--- src/rtl/axi_slave_connector_cut.sv ---
// Flat AXI4 slave port to struct-based fabric connector with optional
// per-channel register cuts, ATOP pass-through and outstanding limiting.

package axi_slave_connector_cut_pkg;
    localparam int unsigned PKG_DW = 64;
    localparam int unsigned PKG_AW = 64;
    localparam int unsigned PKG_IW = 4;
    localparam int unsigned PKG_UW = 1;

    typedef struct packed {
        logic [PKG_IW-1:0]   id;
        logic [PKG_AW-1:0]   addr;
        logic [7:0]          len;
        logic [2:0]          size;
        logic [1:0]          burst;
        logic                lock;
        logic [3:0]          cache;
        logic [2:0]          prot;
        logic [3:0]          qos;
        logic [3:0]          region;
        logic [5:0]          atop;
        logic [PKG_UW-1:0]   user;
    } aw_chan_t;

    typedef struct packed {
        logic [PKG_DW-1:0]   data;
        logic [PKG_DW/8-1:0] strb;
        logic                last;
        logic [PKG_UW-1:0]   user;
    } w_chan_t;

    typedef struct packed {
        logic [PKG_IW-1:0]   id;
        logic [1:0]          resp;
        logic [PKG_UW-1:0]   user;
    } b_chan_t;

    typedef struct packed {
        logic [PKG_IW-1:0]   id;
        logic [PKG_AW-1:0]   addr;
        logic [7:0]          len;
        logic [2:0]          size;
        logic [1:0]          burst;
        logic                lock;
        logic [3:0]          cache;
        logic [2:0]          prot;
        logic [3:0]          qos;
        logic [3:0]          region;
        logic [PKG_UW-1:0]   user;
    } ar_chan_t;

    typedef struct packed {
        logic [PKG_IW-1:0]   id;
        logic [PKG_DW-1:0]   data;
        logic [1:0]          resp;
        logic                last;
        logic [PKG_UW-1:0]   user;
    } r_chan_t;

    typedef struct packed {
        aw_chan_t aw;
        logic     aw_valid;
        w_chan_t  w;
        logic     w_valid;
        logic     b_ready;
        ar_chan_t ar;
        logic     ar_valid;
        logic     r_ready;
    } axi_req_t;

    typedef struct packed {
        logic     aw_ready;
        logic     ar_ready;
        logic     w_ready;
        logic     b_valid;
        b_chan_t  b;
        logic     r_valid;
        r_chan_t  r;
    } axi_rsp_t;
endpackage

// Two-entry skid buffer (EN=1) or plain wire (EN=0) for one channel.
// Input ready depends only on the occupancy register and reset, never on
// out_ready, so the cut fully breaks the ready path.
module axi_slave_cut_buf #(
    parameter int unsigned W  = 1,
    parameter bit          EN = 1'b1
) (
    input  logic         clk_i,
    input  logic         rst_i,
    input  logic         in_valid,
    output logic         in_ready,
    input  logic [W-1:0] in_data,
    output logic         out_valid,
    input  logic         out_ready,
    output logic [W-1:0] out_data,
    output logic         empty
);
    if (EN) begin : g_cut
        logic [W-1:0] mem_q [2];
        logic         rd_ptr_q;
        logic         wr_ptr_q;
        logic [1:0]   occ_q;
        logic         push;
        logic         pop;

        assign in_ready  = (occ_q != 2'd2) & ~rst_i;
        assign out_valid = (occ_q != 2'd0);
        assign out_data  = mem_q[rd_ptr_q];
        assign empty     = (occ_q == 2'd0);
        assign push      = in_valid & in_ready;
        assign pop       = out_valid & out_ready;

        // Pointer and occupancy bookkeeping; push+pop leaves occupancy alone.
        always_ff @(posedge clk_i) begin
            if (rst_i) begin
                occ_q    <= 2'd0;
                rd_ptr_q <= 1'b0;
                wr_ptr_q <= 1'b0;
            end else begin
                if (push) wr_ptr_q <= ~wr_ptr_q;
                if (pop)  rd_ptr_q <= ~rd_ptr_q;
                if (push && !pop)      occ_q <= occ_q + 2'd1;
                else if (pop && !push) occ_q <= occ_q - 2'd1;
            end
        end

        // Payload storage; contents are don't-care while the slot is empty.
        always_ff @(posedge clk_i) begin
            if (push) mem_q[wr_ptr_q] <= in_data;
        end
    end else begin : g_wire
        assign in_ready  = out_ready & ~rst_i;
        assign out_valid = in_valid & ~rst_i;
        assign out_data  = in_data;
        assign empty     = 1'b1;
    end
endmodule

// Top-level connector.
// Handshake rule on every channel: a beat transfers on a rising clk_i edge
// where valid and ready are both high; a source never drops valid or
// changes payload before that edge, and ready never waits on valid.
module axi_slave_connector_cut #(
    parameter int unsigned DATA_WIDTH   = 64,
    parameter int unsigned ADDR_WIDTH   = 64,
    parameter int unsigned STRB_WIDTH   = DATA_WIDTH/8,
    parameter int unsigned ID_WIDTH     = 4,
    parameter int unsigned USER_WIDTH   = 1,
    parameter bit          ATOP_EN      = 1'b0,
    parameter bit          CUT_AW       = 1'b1,
    parameter bit          CUT_W        = 1'b1,
    parameter bit          CUT_B        = 1'b1,
    parameter bit          CUT_AR       = 1'b1,
    parameter bit          CUT_R        = 1'b1,
    parameter int unsigned MAX_WR_OUTST = 8,
    parameter int unsigned MAX_RD_OUTST = 8,
    parameter type axi_req_t = axi_slave_connector_cut_pkg::axi_req_t,
    parameter type axi_rsp_t = axi_slave_connector_cut_pkg::axi_rsp_t,
    localparam int unsigned WR_CW = $clog2(MAX_WR_OUTST+1),
    localparam int unsigned RD_CW = $clog2(MAX_RD_OUTST+1)
) (
    input  logic                  clk_i,
    input  logic                  rst_i,
    input  logic [ID_WIDTH-1:0]   s_axi_awid,
    input  logic [ADDR_WIDTH-1:0] s_axi_awaddr,
    input  logic [7:0]            s_axi_awlen,
    input  logic [2:0]            s_axi_awsize,
    input  logic [1:0]            s_axi_awburst,
    input  logic                  s_axi_awlock,
    input  logic [3:0]            s_axi_awcache,
    input  logic [2:0]            s_axi_awprot,
    input  logic [3:0]            s_axi_awqos,
    input  logic [3:0]            s_axi_awregion,
    input  logic [USER_WIDTH-1:0] s_axi_awuser,
    input  logic [5:0]            s_axi_awatop,
    input  logic                  s_axi_awvalid,
    output logic                  s_axi_awready,
    input  logic [DATA_WIDTH-1:0] s_axi_wdata,
    input  logic [STRB_WIDTH-1:0] s_axi_wstrb,
    input  logic                  s_axi_wlast,
    input  logic [USER_WIDTH-1:0] s_axi_wuser,
    input  logic                  s_axi_wvalid,
    output logic                  s_axi_wready,
    output logic [ID_WIDTH-1:0]   s_axi_bid,
    output logic [1:0]            s_axi_bresp,
    output logic [USER_WIDTH-1:0] s_axi_buser,
    output logic                  s_axi_bvalid,
    input  logic                  s_axi_bready,
    input  logic [ID_WIDTH-1:0]   s_axi_arid,
    input  logic [ADDR_WIDTH-1:0] s_axi_araddr,
    input  logic [7:0]            s_axi_arlen,
    input  logic [2:0]            s_axi_arsize,
    input  logic [1:0]            s_axi_arburst,
    input  logic                  s_axi_arlock,
    input  logic [3:0]            s_axi_arcache,
    input  logic [2:0]            s_axi_arprot,
    input  logic [3:0]            s_axi_arqos,
    input  logic [3:0]            s_axi_arregion,
    input  logic [USER_WIDTH-1:0] s_axi_aruser,
    input  logic                  s_axi_arvalid,
    output logic                  s_axi_arready,
    output logic [ID_WIDTH-1:0]   s_axi_rid,
    output logic [DATA_WIDTH-1:0] s_axi_rdata,
    output logic [1:0]            s_axi_rresp,
    output logic                  s_axi_rlast,
    output logic [USER_WIDTH-1:0] s_axi_ruser,
    output logic                  s_axi_rvalid,
    input  logic                  s_axi_rready,
    output axi_req_t              axi_req_o,
    input  axi_rsp_t              axi_resp_i,
    output logic [WR_CW-1:0]      wr_outst_o,
    output logic [RD_CW-1:0]      rd_outst_o,
    output logic                  idle_o
);
    typedef struct packed {
        logic [ID_WIDTH-1:0]   id;
        logic [ADDR_WIDTH-1:0] addr;
        logic [7:0]            len;
        logic [2:0]            size;
        logic [1:0]            burst;
        logic                  lock;
        logic [3:0]            cache;
        logic [2:0]            prot;
        logic [3:0]            qos;
        logic [3:0]            region;
        logic [5:0]            atop;
        logic [USER_WIDTH-1:0] user;
    } aw_beat_t;

    typedef struct packed {
        logic [ID_WIDTH-1:0]   id;
        logic [ADDR_WIDTH-1:0] addr;
        logic [7:0]            len;
        logic [2:0]            size;
        logic [1:0]            burst;
        logic                  lock;
        logic [3:0]            cache;
        logic [2:0]            prot;
        logic [3:0]            qos;
        logic [3:0]            region;
        logic [USER_WIDTH-1:0] user;
    } ar_beat_t;

    typedef struct packed {
        logic [DATA_WIDTH-1:0] data;
        logic [STRB_WIDTH-1:0] strb;
        logic                  last;
        logic [USER_WIDTH-1:0] user;
    } w_beat_t;

    typedef struct packed {
        logic [ID_WIDTH-1:0]   id;
        logic [1:0]            resp;
        logic [USER_WIDTH-1:0] user;
    } b_beat_t;

    typedef struct packed {
        logic [ID_WIDTH-1:0]   id;
        logic [DATA_WIDTH-1:0] data;
        logic [1:0]            resp;
        logic                  last;
        logic [USER_WIDTH-1:0] user;
    } r_beat_t;

    localparam int unsigned      RD_SW  = RD_CW + 1;
    localparam logic [WR_CW-1:0] WR_MAX = WR_CW'(MAX_WR_OUTST);
    localparam logic [RD_CW-1:0] RD_MAX = RD_CW'(MAX_RD_OUTST);

    aw_beat_t aw_in, aw_out;
    ar_beat_t ar_in, ar_out;
    w_beat_t  w_in,  w_out;
    b_beat_t  b_in,  b_out;
    r_beat_t  r_in,  r_out;

    logic aw_buf_ready, ar_buf_ready, w_buf_ready, b_buf_ready, r_buf_ready;
    logic aw_out_valid, ar_out_valid, w_out_valid;
    logic aw_empty, ar_empty, w_empty, b_empty, r_empty;
    logic [WR_CW-1:0] wr_cnt_q, wr_cnt_d;
    logic [RD_CW-1:0] rd_cnt_q, rd_cnt_d;
    logic [RD_SW-1:0] rd_sum;
    logic wr_full, rd_full;
    logic aw_hs, b_hs, ar_hs, r_last_hs, atop_rd;

    // Slave-side request payloads; atop only passes through when enabled.
    always_comb begin
        aw_in = '{id: s_axi_awid, addr: s_axi_awaddr, len: s_axi_awlen,
                  size: s_axi_awsize, burst: s_axi_awburst, lock: s_axi_awlock,
                  cache: s_axi_awcache, prot: s_axi_awprot, qos: s_axi_awqos,
                  region: s_axi_awregion, atop: (ATOP_EN ? s_axi_awatop : 6'd0),
                  user: s_axi_awuser};
        ar_in = '{id: s_axi_arid, addr: s_axi_araddr, len: s_axi_arlen,
                  size: s_axi_arsize, burst: s_axi_arburst, lock: s_axi_arlock,
                  cache: s_axi_arcache, prot: s_axi_arprot, qos: s_axi_arqos,
                  region: s_axi_arregion, user: s_axi_aruser};
        w_in  = '{data: s_axi_wdata, strb: s_axi_wstrb, last: s_axi_wlast,
                  user: s_axi_wuser};
        b_in  = '{id: axi_resp_i.b.id, resp: axi_resp_i.b.resp,
                  user: axi_resp_i.b.user};
        r_in  = '{id: axi_resp_i.r.id, data: axi_resp_i.r.data,
                  resp: axi_resp_i.r.resp, last: axi_resp_i.r.last,
                  user: axi_resp_i.r.user};
    end

    // Limits come from the counter registers only, so a same-cycle
    // completion reopens ready one cycle later.
    assign wr_full       = (wr_cnt_q == WR_MAX);
    assign rd_full       = (rd_cnt_q == RD_MAX);
    assign s_axi_awready = aw_buf_ready & ~wr_full;
    assign s_axi_arready = ar_buf_ready & ~rd_full;

    axi_slave_cut_buf #(.W($bits(aw_beat_t)), .EN(CUT_AW)) u_aw (
        .clk_i, .rst_i,
        .in_valid (s_axi_awvalid & ~wr_full), .in_ready (aw_buf_ready), .in_data (aw_in),
        .out_valid(aw_out_valid), .out_ready(axi_resp_i.aw_ready), .out_data(aw_out),
        .empty    (aw_empty));

    axi_slave_cut_buf #(.W($bits(w_beat_t)), .EN(CUT_W)) u_w (
        .clk_i, .rst_i,
        .in_valid (s_axi_wvalid), .in_ready (w_buf_ready), .in_data (w_in),
        .out_valid(w_out_valid), .out_ready(axi_resp_i.w_ready), .out_data(w_out),
        .empty    (w_empty));

    axi_slave_cut_buf #(.W($bits(ar_beat_t)), .EN(CUT_AR)) u_ar (
        .clk_i, .rst_i,
        .in_valid (s_axi_arvalid & ~rd_full), .in_ready (ar_buf_ready), .in_data (ar_in),
        .out_valid(ar_out_valid), .out_ready(axi_resp_i.ar_ready), .out_data(ar_out),
        .empty    (ar_empty));

    axi_slave_cut_buf #(.W($bits(b_beat_t)), .EN(CUT_B)) u_b (
        .clk_i, .rst_i,
        .in_valid (axi_resp_i.b_valid), .in_ready (b_buf_ready), .in_data (b_in),
        .out_valid(s_axi_bvalid), .out_ready(s_axi_bready), .out_data(b_out),
        .empty    (b_empty));

    axi_slave_cut_buf #(.W($bits(r_beat_t)), .EN(CUT_R)) u_r (
        .clk_i, .rst_i,
        .in_valid (axi_resp_i.r_valid), .in_ready (r_buf_ready), .in_data (r_in),
        .out_valid(s_axi_rvalid), .out_ready(s_axi_rready), .out_data(r_out),
        .empty    (r_empty));

    assign s_axi_wready = w_buf_ready;
    assign s_axi_bid    = b_out.id;
    assign s_axi_bresp  = b_out.resp;
    assign s_axi_buser  = b_out.user;
    assign s_axi_rid    = r_out.id;
    assign s_axi_rdata  = r_out.data;
    assign s_axi_rresp  = r_out.resp;
    assign s_axi_rlast  = r_out.last;
    assign s_axi_ruser  = r_out.user;

    // Fabric request: fields not carried by this connector stay zero.
    always_comb begin
        axi_req_o           = '0;
        axi_req_o.aw.id     = aw_out.id;
        axi_req_o.aw.addr   = aw_out.addr;
        axi_req_o.aw.len    = aw_out.len;
        axi_req_o.aw.size   = aw_out.size;
        axi_req_o.aw.burst  = aw_out.burst;
        axi_req_o.aw.lock   = aw_out.lock;
        axi_req_o.aw.cache  = aw_out.cache;
        axi_req_o.aw.prot   = aw_out.prot;
        axi_req_o.aw.qos    = aw_out.qos;
        axi_req_o.aw.region = aw_out.region;
        axi_req_o.aw.atop   = aw_out.atop;
        axi_req_o.aw.user   = aw_out.user;
        axi_req_o.aw_valid  = aw_out_valid;
        axi_req_o.w.data    = w_out.data;
        axi_req_o.w.strb    = w_out.strb;
        axi_req_o.w.last    = w_out.last;
        axi_req_o.w.user    = w_out.user;
        axi_req_o.w_valid   = w_out_valid;
        axi_req_o.b_ready   = b_buf_ready;
        axi_req_o.ar.id     = ar_out.id;
        axi_req_o.ar.addr   = ar_out.addr;
        axi_req_o.ar.len    = ar_out.len;
        axi_req_o.ar.size   = ar_out.size;
        axi_req_o.ar.burst  = ar_out.burst;
        axi_req_o.ar.lock   = ar_out.lock;
        axi_req_o.ar.cache  = ar_out.cache;
        axi_req_o.ar.prot   = ar_out.prot;
        axi_req_o.ar.qos    = ar_out.qos;
        axi_req_o.ar.region = ar_out.region;
        axi_req_o.ar.user   = ar_out.user;
        axi_req_o.ar_valid  = ar_out_valid;
        axi_req_o.r_ready   = r_buf_ready;
    end

    assign aw_hs     = s_axi_awvalid & s_axi_awready;
    assign b_hs      = s_axi_bvalid & s_axi_bready & (wr_cnt_q != '0);
    assign ar_hs     = s_axi_arvalid & s_axi_arready;
    assign r_last_hs = s_axi_rvalid & s_axi_rready & s_axi_rlast & (rd_cnt_q != '0);
    assign atop_rd   = ATOP_EN & aw_hs & s_axi_awatop[5];

    // Next outstanding counts; completions seen at zero are dropped, and an
    // AR plus an atomic read in one cycle is clamped at the read limit.
    always_comb begin
        wr_cnt_d = wr_cnt_q;
        if (aw_hs && !b_hs)      wr_cnt_d = wr_cnt_q + WR_CW'(1);
        else if (b_hs && !aw_hs) wr_cnt_d = wr_cnt_q - WR_CW'(1);
        rd_sum   = {1'b0, rd_cnt_q} + RD_SW'(ar_hs) + RD_SW'(atop_rd) - RD_SW'(r_last_hs);
        rd_cnt_d = (rd_sum > {1'b0, RD_MAX}) ? RD_MAX : rd_sum[RD_CW-1:0];
    end

    // Outstanding counter registers.
    always_ff @(posedge clk_i) begin
        if (rst_i) begin
            wr_cnt_q <= '0;
            rd_cnt_q <= '0;
        end else begin
            wr_cnt_q <= wr_cnt_d;
            rd_cnt_q <= rd_cnt_d;
        end
    end

    assign wr_outst_o = wr_cnt_q;
    assign rd_outst_o = rd_cnt_q;
    assign idle_o     = rst_i | (aw_empty & w_empty & b_empty & ar_empty & r_empty &
                                 (wr_cnt_q == '0) & (rd_cnt_q == '0));
endmodule

--- config.mk ---
export PLATFORM = sky130hd
export DESIGN_NAME = axi_slave_connector_cut
export DESIGN_NICKNAME = d
export VERILOG_FILES = /design/src/rtl/axi_slave_connector_cut.sv
export SDC_FILE = /design/constraint.sdc
export NUM_CORES = 1
export LEC_CHECK = 0
export BUFFER_PORTS_ARGS = -buffer_cell sky130_fd_sc_hd__buf_4
export CORE_ASPECT_RATIO = 1.1
export CORE_UTILIZATION = 26
export CTS_CLUSTER_SIZE = 16
export DETAILED_ROUTE_END_ITERATION = 8
export SYNTH_ARGS = -nofsm -noshare
export SYNTH_HDL_FRONTEND = slang
export SYNTH_SLANG_ARGS = --single-unit
--- constraint.sdc ---
create_clock -name clk_i -period 7.2 [get_ports clk_i]
set_input_delay 2.16 -clock clk_i [delete_from_list [all_inputs] [get_ports clk_i]]
set_output_delay 2.16 -clock clk_i [all_outputs]
set_load 0.01 [all_outputs]
# Word-level counts from Yosys, hierarchy flattened
# Memories as Yosys holds them, arrays and structs flattened. A register that Yosys moved wholly into a read port is not among the register bits.
# Cells that the tools add are included.
dict set report classes {
  addsub 14
  n_lt_le_gt_ge 1
  n_eq_ne 7
  n_mux 33
  bitwise_logic 44
  reduce_logical 45
}
# op count
set ops {}
lappend ops {{1-bit bitwise AND} 30}
lappend ops {{2-bit nonzero test} 11}
lappend ops {{1-bit 2-to-1 mux} 20}
lappend ops {{2-bit 2-to-1 mux} 10}
lappend ops {{1-bit NOT} 13}
lappend ops {{1-bit logical AND} 12}
lappend ops {{1-bit logical NOT} 12}
lappend ops {{4-bit 2-to-1 mux} 3}
lappend ops {{2-bit by 1-bit adder with 2-bit output (second input constant)} 5}
lappend ops {{2-bit logical NOT} 5}
lappend ops {{2-bit inequality test (second input constant)} 5}
lappend ops {{2-bit by 1-bit subtractor with 2-bit output (second input constant)} 5}
lappend ops {{4-bit == test (second input constant)} 2}
lappend ops {{4-bit logical NOT} 2}
lappend ops {{4-bit nonzero test} 2}
lappend ops {{4-bit by 1-bit adder with 5-bit output} 1}
lappend ops {{5-bit by 4-bit > comparator with 1-bit output (second input constant)} 1}
lappend ops {{5-bit by 1-bit subtractor with 5-bit output} 1}
lappend ops {{4-bit by 1-bit adder with 4-bit output (second input constant)} 1}
lappend ops {{4-bit by 1-bit subtractor with 4-bit output (second input constant)} 1}
lappend ops {{2-bit OR reduction} 1}
lappend ops {{1-bit bitwise OR} 1}
dict set report word_totals {
  register_bits 28
  ram_bits 698
  input_bits 367
  output_inout_bits 374
  word_cells 167
  n_memories 5
}
# name depth width read_ports rd_clocked_by_memory_dff write_ports line_no
set memory_table {}
lappend memory_table {u_ar.g_cut.mem_q 2 98 1 1 1 100} ;# logic [W-1:0] mem_q [2];
lappend memory_table {u_aw.g_cut.mem_q 2 98 1 1 1 100}
lappend memory_table {u_w.g_cut.mem_q 2 74 1 1 1 100}
lappend memory_table {u_r.g_cut.mem_q 2 72 1 1 1 100}
lappend memory_table {u_b.g_cut.mem_q 2 7 1 1 1 100}

# Depth between registers and ports, before layout
# Gate-level depths: netlist (run 1).
dict set report logic_depth {
  ltp_word 8
  mapped_depth 13
  depth_no_buf 12
}

# Modules after synthesis
# From an unflattened synthesis (run 1), not the netlist that was laid out.
dict set report unflattened {
  hier_cells 1341
  hier_area_um2 27909.3
}
# module instances cells_each area_each_um2 seq_area_each_um2
set modules_own_cells {}
lappend modules_own_cells {{axi_slave_cut_buf (u_aw)} 1 352 7988.9 6346.1}
lappend modules_own_cells {{axi_slave_cut_buf (u_ar)} 1 333 7379.6 5985.7}
lappend modules_own_cells {{axi_slave_cut_buf (u_w)} 1 258 5592.9 4544.4}
lappend modules_own_cells {{axi_slave_cut_buf (u_r)} 1 252 5422.7 4424.2}
lappend modules_own_cells {axi_slave_connector_cut 1 96 785.8 160.2}
lappend modules_own_cells {{axi_slave_cut_buf (u_b)} 1 50 739.5 520.5}

# Least setup slack after synthesis (run 1)
# Ideal clock, no wire load.
dict set report synth_path {
  path_type {input port to flip-flop}
  startpoint {in s_axi_arvalid}
  endpoint {mem u_ar.g_cut.mem_q[0][0] in the netlist's numbering (enable)}
  setup_time_ps 556
  arrival_time_ps 6698
  t_required_ps 6644
  setup_slack_ps -54
  path_stages 3
  path_buffers 0
  cell_sequence {inv_1 a2111o_1 nor2_1}
}
dict set report synth_via {
  elab_chain_len 4
}
# element line_no
set synth_rtl {}
lappend synth_rtl {{from (decl)} 201} ;# input logic s_axi_arvalid,
lappend synth_rtl {{1-bit bitwise AND} 326} ;# .in_valid (s_axi_arvalid & ~rd_full), .in_ready (ar_buf_ready), .in_data (ar_in),
lappend synth_rtl {{1-bit bitwise AND} 111} ;# assign push = in_valid & in_ready;
lappend synth_rtl {{1-bit 2-to-1 mux} 130} ;# if (push) mem_q[wr_ptr_q] <= in_data;
lappend synth_rtl {{1-bit 2-to-1 mux (not written as such)} 130}
lappend synth_rtl {{to (decl)} 100}
# Every way passes these cells.

# Worst setup path in the final report (run 1)
dict set report layout_path {
  startpoint {in rst_i}
  endpoint {out s_axi_arready}
}
dict set report layout_via {
  elab_chain_len 3
}
# element line_no
set layout_rtl {}
lappend layout_rtl {{from (decl)} 164} ;# input logic rst_i,
lappend layout_rtl {{1-bit NOT} 107} ;# assign in_ready = (occ_q != 2'd2) & ~rst_i;
lappend layout_rtl {{1-bit bitwise AND} 107}
lappend layout_rtl {{1-bit bitwise AND} 310} ;# assign s_axi_arready = ar_buf_ready & ~rd_full;
lappend layout_rtl {{to (decl)} 202} ;# output logic s_axi_arready,
# Every way passes these cells.

==> parameters.txt, run 1 <==
Parameter                              Value

Outcome
  Result of the run ... completed

Clocking
  Hold-fix buffers at CTS ... 0
  Clock tree from TritonCTS ... built
  Deepest clock path buffer count ... 3
  Clock input transition at the sequential cells of the worst setup and hold paths ... 0.06 ns
  Number of clock sinks ... 731
  Worst-skew pair later-pin latency ... 0.65 ns
  Number of post-CTS setup repair buffers ... 0
  Post-CTS resize count ... 0
  Number of clock buffers inserted by TritonCTS ... 77
  Root buf cell ... sky130_fd_sc_hd__clkbuf_16
  Maximum level of the CTS H-tree ... 3

Synth
  Area share of the leading cell type in the synthesized netlist ... 0.775
  Fraction of registers with async set/reset ... 0
  Sequential area share after synthesis ... 0.799
  Most instantiated flip-flop cell in the synthesis netlist ... sky130_fd_sc_hd__edfxtp_1
  Netlist area before placement ... roughly 27000 µm²
  Top cells by area in the synthesized netlist ... sky130_fd_sc_hd__edfxtp_1 (78%), sky130_fd_sc_hd__mux2_2 (15%), sky130_fd_sc_hd__dfxtp_1 (2.4%), sky130_fd_sc_hd__buf_2 (0.74%), sky130_fd_sc_hd__ha_1 (0.69%)
  Seq cells post-synth ... around 730
  Most numerous cell types in the synthesized netlist ... sky130_fd_sc_hd__edfxtp_1 (698), sky130_fd_sc_hd__mux2_2 (350), sky130_fd_sc_hd__buf_2 (40)
  Syn Inst Count ... between 1000 and 1500
  Unique masters post-synth ... 45
  Cell with the most instances after synthesis ... sky130_fd_sc_hd__edfxtp_1
  Count of flip-flops with a built-in enable after synthesis ... approximately 700
  Synthesized area per cell ... a little over 20 µm²
  Warnings, synthesis ... 0
  Biggest area consumer among synthesized cells ... sky130_fd_sc_hd__edfxtp_1

Timing
  Worst slew pin tran ... 1.11 ns
  Achievable Freq ... around 180 MHz
  Total of endpoints with negative setup slack in the final report ... 0
  Minimum clock period ... approximately 5.7 ns
  Fin Setup TNS ... 0 ns
  Count of final max-slew check failures ... 0
  Slew HR ... 0.256
  Setup repair after global routing missed its margin ... false
  Maximum clock skew at final layout ... 0.0233 ns
  Period Utilization, post-route ... 0.785
  Count of endpoints failing hold in the final timing report ... 0

GRT
  Maximum number of pins on one net before global-route repair ... 99
  GR Util All Layers ... 0.119
  Via count of the first global-routing pass ... 15516
  GRT busiest layer ... met2
  Met3 routing resource usage after global routing ... 0.0408
  Met2 Resource Use GR ... 0.209
  Initial antenna violation count ... 6
  First-pass GRT wire length ... approximately 94 mm
  GRT Residual Overflow ... 0
  Routing usage on met1 ... 0.125

Route
  Number of design-rule violations left by the first detailed-router iteration ... 742
  First-pass DRT Iterations ... 4
  Wirelength per Cell ... about 19 µm
  DRC viols ... 0
  Total via count after detailed routing ... 14235
  Aggregate routed wire length ... approximately 65 mm
  Number of vias per cell after detailed routing ... 4.05
  Post-route ant nets ... 0

Cells and area
  Final design utilization ... 0.356
  Fin cells ... between 3000 and 4000
  Post-route cell area ... about 36000 µm²
  Layout overhead on the synthesized area ... 34.9%
  Layout cells sized above 1 ... 0.568
  Layout net count ... between 2000 and 2500

Floorplan
  Die W ... roughly 310 µm
  Effective utilization at floorplan ... 0.263
  Die Outline Area ... about 110000 µm²
  Height of the die ... 340 µm
  Boundary Pins ... about 740
  Standard cell core area ... 103000 µm²
  Row cnt ... between 100 and 150

Setup path
  WP data required ... between 5 and 6 ns
  Data arrival time of the worst path ... roughly 3.5 ns
  Endpoint type of the worst setup path ... output pin
  Maximum net fanout on the critical path ... 43
  Critical path class ... input port to output pin
  Worst setup SP type ... input port

Min path
  Path category of the worst min-delay check ... flip-flop to flip-flop

Place
  Instance count after placement with tap cells included ... 3372
  Gp weighted congestion ... slightly below 0.8
  Dpl cell area ... approximately 34000 µm²
  Count of input and output buffers ... ~730
  Total half-perimeter wirelength after legalization and detailed placement ... 46.6 mm

Power and ir drop
  Maximum vdd ir drop ... roughly 0.21 mV
  Total power ... between 10000 and 15000 µW
  Power density over the cells ... approximately 340 nW/µm²
  Lkg Pwr ... ~0.013 µW

Job
  Max Cap Violations ... 0
## report_power, final
part	leakage [µW]	switching (µW)	internal, µW
clock	0.00113	1630	2090
sequential	0.00666	303	5190
combinational	0.00541	1620	1740
## worst max-delay path, stage by stage
cell and delay [ns]:
sky130_fd_sc_hd__buf_4 0.27, sky130_fd_sc_hd__a211oi_1 0.76, sky130_fd_sc_hd__buf_4 0.28
## per-stage QoR
step / setup WS, ns / hold WS, ns
detailed placement: 1.52 / 0.488
CTS: 1.52 / 0.507
global route: 1.46 / 0.549
finish: 1.55 / 0.500
floorplan: -0.0542 / 0.462
global placement: 1.53 / 0.474
## sequential cells by signal, summed over array words and instances, names as in the netlist, 4 cells and up, named ones only
| register | cells |
|---|---|
| u_b.g_cut.mem_q | 14 |
| u_w.g_cut.mem_q | 148 |
| u_aw.g_cut.mem_q | 196 |
| rd_outst_o | 4 |
| u_r.g_cut.mem_q | 144 |
| wr_outst_o | 4 |
| u_ar.g_cut.mem_q | 196 |
## worst paths after layout
check                                   from                       end  slack (ns)  cells past startpoint
max                                    rst_i             s_axi_arready        1.55                      3
min          u_r.g_cut.rd_ptr_q$_SDFFE_PP0N_                 flip-flop        0.50                      2
max reg2reg                        flip-flop  rd_outst_o[2]$_SDFF_PP0_        3.57                     12
min reg2reg  u_r.g_cut.rd_ptr_q$_SDFFE_PP0N_                 flip-flop        0.50                      2
## area by class of cell
cell class	instances	area, µm²
fillers	9677	66200
flip-flops and latches	731	21600
multi-input cells	505	5100
well taps	1375	1720
diodes	4	10.0
clock buffers	99	2030
repair buffers	741	5590
clock inverters	36	337
inverters	20	75.1
## cells in the final DEF (no fill, tap or decap), types with 7 or more instances in the layout
| cell type | count |
|---|---|
| sky130_fd_sc_hd__buf_4 | 739 |
| sky130_fd_sc_hd__edfxtp_1 | 698 |
| sky130_fd_sc_hd__mux2_2 | 350 |
| sky130_fd_sc_hd__clkbuf_16 | 78 |
| sky130_fd_sc_hd__dfxtp_1 | 29 |
| sky130_fd_sc_hd__nor2_1 | 28 |
| sky130_fd_sc_hd__clkbuf_1 | 21 |
| sky130_fd_sc_hd__inv_1 | 20 |
| sky130_fd_sc_hd__clkinv_1 | 18 |
| sky130_fd_sc_hd__xor2_1 | 17 |
| sky130_fd_sc_hd__ha_1 | 15 |
| sky130_fd_sc_hd__a21oi_1 | 12 |
| sky130_fd_sc_hd__xnor2_1 | 7 |
## layer usage
| metal | vias up | wire [µm] |
|---|---|---|
| met4 | 0 | 2090 |
| met1 | 6992 | 23600 |
| met2 | 510 | 33800 |
| li1 | 6624 | - |
| met5 | - | 0 |
| met3 | 109 | 5890 |
## cell families (layout without fill, tap and decap cells)
kind of cell / after synthesis / count (layout) / share of synthesized area
xor+xnor: 24 / 24 / 0.00777
flops: 731 / 731 / 0.799
fa+ha+maj: 17 / 17 / 0.00842
buf+inv: 75 / 896 / 0.0141
mux: 352 / 352 / 0.146
simple gates: 73 / 73 / 0.0140
other cells: 1 / 10 / 0.000139
compound gates: 33 / 33 / 0.00962
No activity file was read; power rests on OpenSTA's default activity.
==> run 2: changes to the inputs <==
--- a/config.mk
+++ b/config.mk
@@ -5,6 +5,7 @@
 export SDC_FILE = /design/constraint.sdc
 export NUM_CORES = 1
 export LEC_CHECK = 0
+export ABC_AREA = 1
 export BUFFER_PORTS_ARGS = -buffer_cell sky130_fd_sc_hd__buf_4
 export CORE_ASPECT_RATIO = 1.1
 export CORE_UTILIZATION = 26
==> constraint.sdc (replaced) <==
create_clock -name clk_i -period 5.1 [get_ports clk_i]
set_input_delay 1.53 -clock clk_i [delete_from_list [all_inputs] [get_ports clk_i]]
set_output_delay 1.53 -clock clk_i [all_outputs]
set_load 0.01 [all_outputs]
==> run 2 against run 1 <==
Compared with the run above:
- final cell count increased by 6.0%
- utilization increased by 0.12 points
- clock power is 52% higher
- sequential share of layout area down 0.85 points
- critical path depth grew 2
- sequential cell count is the same
- critical endpoint is now s_axi_rdata[24]
- largest power group unchanged
- highest routed layer is now met5
==> parameters.txt, run 2 <==
Parameter                              Value

Floorplan
  Row cnt ... 124 (+0.81%)
  Standard cell core area ... 104000 µm² (+1.1%)
  Effective utilization at floorplan ... 0.262 (-0.00159)
  Height of the die ... 341 µm (+0.25%)
  Die W ... 310 µm (+0.25%)
  Die Outline Area ... 106000 µm² (+0.50%)
  Boundary Pins ... 741 (unchanged)

Synth
  Seq cells post-synth ... 731 (unchanged)
  Most instantiated flip-flop cell in the synthesis netlist ... sky130_fd_sc_hd__edfxtp_1
  Netlist area before placement ... 27200 µm² (+0.50%)
  Sequential area share after synthesis ... 0.795 (-0.00401)
  Area share of the leading cell type in the synthesized netlist ... 0.771 (-0.00389)
  Most numerous cell types in the synthesized netlist ... sky130_fd_sc_hd__edfxtp_1 (698), sky130_fd_sc_hd__nand2_1 (246), sky130_fd_sc_hd__mux2_2 (237)
  Syn Inst Count ... 1489 (+14%)
  Unique masters post-synth ... 34 (-24%)
  Synthesized area per cell ... 18.3 µm² (-12%)
  Fraction of registers with async set/reset ... 0 (unchanged)
  Biggest area consumer among synthesized cells ... sky130_fd_sc_hd__edfxtp_1
  Cell with the most instances after synthesis ... sky130_fd_sc_hd__edfxtp_1
  Warnings, synthesis ... 0 (unchanged)
  Count of flip-flops with a built-in enable after synthesis ... 698 (unchanged)
  Top cells by area in the synthesized netlist ... sky130_fd_sc_hd__edfxtp_1 (77%), sky130_fd_sc_hd__mux2_2 (9.8%), sky130_fd_sc_hd__nand2_1 (3.4%), sky130_fd_sc_hd__dfxtp_1 (2.4%), sky130_fd_sc_hd__mux2_4 (2.2%)

Clocking
  Maximum level of the CTS H-tree ... 3 (unchanged)
  Clock tree from TritonCTS ... built
  Clock input transition at the sequential cells of the worst setup and hold paths ... 0.06 ns (about the same)
  Post-CTS resize count ... 0 (unchanged)
  Deepest clock path buffer count ... 3 (unchanged)
  Number of post-CTS setup repair buffers ... 0 (unchanged)
  Number of clock buffers inserted by TritonCTS ... 81 (+5.2%)
  Hold-fix buffers at CTS ... 0 (unchanged)
  Number of clock sinks ... 731 (unchanged)
  Root buf cell ... sky130_fd_sc_hd__clkbuf_16
  Worst-skew pair later-pin latency ... 0.64 ns (about the same)

GRT
  GRT Residual Overflow ... 0 (unchanged)
  Via count of the first global-routing pass ... 15367 (-0.96%)
  First-pass GRT wire length ... 94.6 mm (+0.40%)
  GR Util All Layers ... 0.121 (+0.00198)
  Initial antenna violation count ... 2 (-4)
  Maximum number of pins on one net before global-route repair ... 90 (-9.1%)

Cells and area
  Regs by FF count ... u_ar.g_cut.mem_q x196, u_aw.g_cut.mem_q x196, u_w.g_cut.mem_q x148
  Leading cell types in the layout, fill and taps excluded ... sky130_fd_sc_hd__buf_4 (743), sky130_fd_sc_hd__edfxtp_1 (698), sky130_fd_sc_hd__nand2_1 (246)
  Layout overhead on the synthesized area ... 36.2%
  Fin cells ... 3722 (+6.0%)
  Layout net count ... 2656 (+8.0%)
  Antenna diode count ... 0 (-4)
  Commonest non-fill, non-tap cell in the layout ... sky130_fd_sc_hd__buf_4
  Layout cells sized above 1 ... 0.501 (-0.0676)

Place
  Count of input and output buffers ... 728 (unchanged)
  Placement Setup Slack ... 1.06 ns (-0.465 ns)
  Total half-perimeter wirelength after legalization and detailed placement ... 46.5 mm (-0.29%)
  Instance count after placement with tap cells included ... 3575 (+6.0%)
  Gp weighted congestion ... 0.754 (-3.5%)

Route
  Wirelength per Cell ... 18.0 µm (-3.6%)
  Total via count after detailed routing ... 15009 (+5.4%)
  DRC viols ... 0 (unchanged)
  First-pass DRT Iterations ... 5 (+1)
  Number of design-rule violations left by the first detailed-router iteration ... 735 (-0.94%)
  Post-route ant nets ... 0 (unchanged)
  Number of vias per cell after detailed routing ... 4.03 (-0.54%)
  Aggregate routed wire length ... 66.8 mm (+2.1%)

Timing
  Period Utilization, post-route ... 0.811
  Minimum clock period ... between 4 and 5 ns
  Count of endpoints failing hold in the final timing report ... 0 (unchanged)
  Worst slew pin tran ... 1.09 ns (-0.0231 ns)
  Setup repair after global routing missed its margin ... false
  Total of endpoints with negative setup slack in the final report ... 0 (unchanged)
  Maximum clock skew at final layout ... 0.0172 ns (-0.00610 ns)
  Slew HR ... 0.272 (+0.0156)
  Worst setup margin ... 0.962 ns (-0.588 ns)
  Count of final max-slew check failures ... 0 (unchanged)
  Achievable Freq ... about 240 MHz

Setup path
  WP data required ... 3.57 ns (-1.47 ns)
  FF-to-FF path depth ... 16 (+4)
  End of the worst register-to-register path ... rd_outst_o[2]$_SDFF_PP0_
  Worst reg2reg setup slack ... 1.69 ns (-1.88 ns)
  Critical path class ... flip-flop to output pin
  Data arrival time of the worst path ... 2.61 ns (-0.88 ns)
  Endpoint type of the worst setup path ... output pin
  Maximum net fanout on the critical path ... 49 (+14%)
  Worst setup SP type ... flip-flop

Job
  Max Cap Violations ... 0 (unchanged)

Power and ir drop
  Maximum vdd ir drop ... 0.299 mV (+41%)
  Lkg Pwr ... 0.0139 µW (+5.7%)
  Power density over the cells ... 463 nW/µm² (+35%)

Min path
  Worst hold path startpoint ... u_r.g_cut.rd_ptr_q$_SDFFE_PP0N_
  Path category of the worst min-delay check ... flip-flop to flip-flop
  Hold path cells ... 1 (-1)

Outcome
  Result of the run ... completed
==> run 2: cell count changes in the layout (fill, tap and decap cells not counted), sizes merged, moves of 5 or more <==
| cell | delta |
|---|---|
| o21ai | +23 |
| a211oi | -5 |
| a21oi | +28 |
| clkinv | +15 |
| mux2 | -73 |
| xnor2 | -7 |
| xor2 | -15 |
| or3 | -5 |
| nor2b | -7 |
| buf | +14 |
| nand2 | +242 |
| nor2 | -8 |
| inv | +26 |
==> run 2: layout make-up <==
class                           instances  area [µm²]
Tap cell                             1386        1730
Clock inverter                         51         443
Fill cell                            9888       66800
Timing Repair Buffer                  755        5820
Multi-Input combinational cell        657        5060
Inverter                               46         181
Clock buffer                           96        2160
Sequential cell                       731       21600
==> run 2: per-layer routing <==
layer | up-vias | routed length [µm] | global-route usage
met2 | 512 | 34100 | 0.213
met5 | - | 13 | 0
met4 | 2 | 1940 | 0.0485
met3 | 117 | 5870 | 0.0428
met1 | 7248 | 24900 | 0.130
li1 | 7130 | - | -
==> run 2: kinds of logic (layout without fill, tap and decap cells) <==
| family | Yosys count | after routing | share of synthesized area |
|---|---|---|---|
| flops | 731 | 731 | 0.795 |
| simple gates | 287 | 287 | 0.0414 |
| mux | 277 | 277 | 0.120 |
| buf+inv | 106 | 948 | 0.0209 |
| compound gates | 68 | 68 | 0.0128 |
| fa+ha+maj | 17 | 17 | 0.00838 |
| xor+xnor | 2 | 2 | 0.000645 |
| other cells | 1 | 6 | 0.000138 |
==> run 2: report_power, final <==
part / total (µW) / switching, µW / internal [µW] / leakage [µW]
combinational: 3990 / 2010 / 1980 / 0.00602
sequential: 7500 / 305 / 7200 / 0.00666
clock: 5670 / 2370 / 3300 / 0.00128
total: 17200 / 4690 / 12500 / 0.0139
==> run 2: per-stage QoR <==
stage	utilization	hold WS [ns]	power [µW]	area [µm²]	setup TNS, ns
2_1_floorplan	-	0.425	9700	27200	-312.75
3_3_place_gp	0.332	0.435	11700	34400	0
3_5_place_dp	0.332	0.443	11700	34400	0
4_1_cts	0.357	0.457	17500	37000	0
5_1_grt	0.357	0.496	18000	37000	0
6_report	0.357	0.455	17200	37000	0
==> run 2: worst max-delay path, cell delays in order (launching register included) <==
cell                      delay (ns)
sky130_fd_sc_hd__dfxtp_2        0.49
sky130_fd_sc_hd__inv_2          0.46
sky130_fd_sc_hd__buf_4          0.57
sky130_fd_sc_hd__nand2_1        0.10
sky130_fd_sc_hd__nand2_1        0.17
sky130_fd_sc_hd__buf_4          0.15
==> run 2: worst max-delay path by stage <==
stage | end | slack [ns] | depth (start not counted)
2_1_floorplan | u_ar.g_cut.mem_q[0][0]$_DFFE_PP_ | -1.60 | 6
3_3_place_gp | rd_outst_o[2]$_SDFF_PP0_ | 1.04 | 17
3_5_place_dp | rd_outst_o[2]$_SDFF_PP0_ | 1.06 | 17
4_1_cts | s_axi_rdata[24] | 0.87 | 5
5_1_grt | s_axi_rdata[24] | 0.77 | 5
6_report | s_axi_rdata[24] | 0.96 | 5
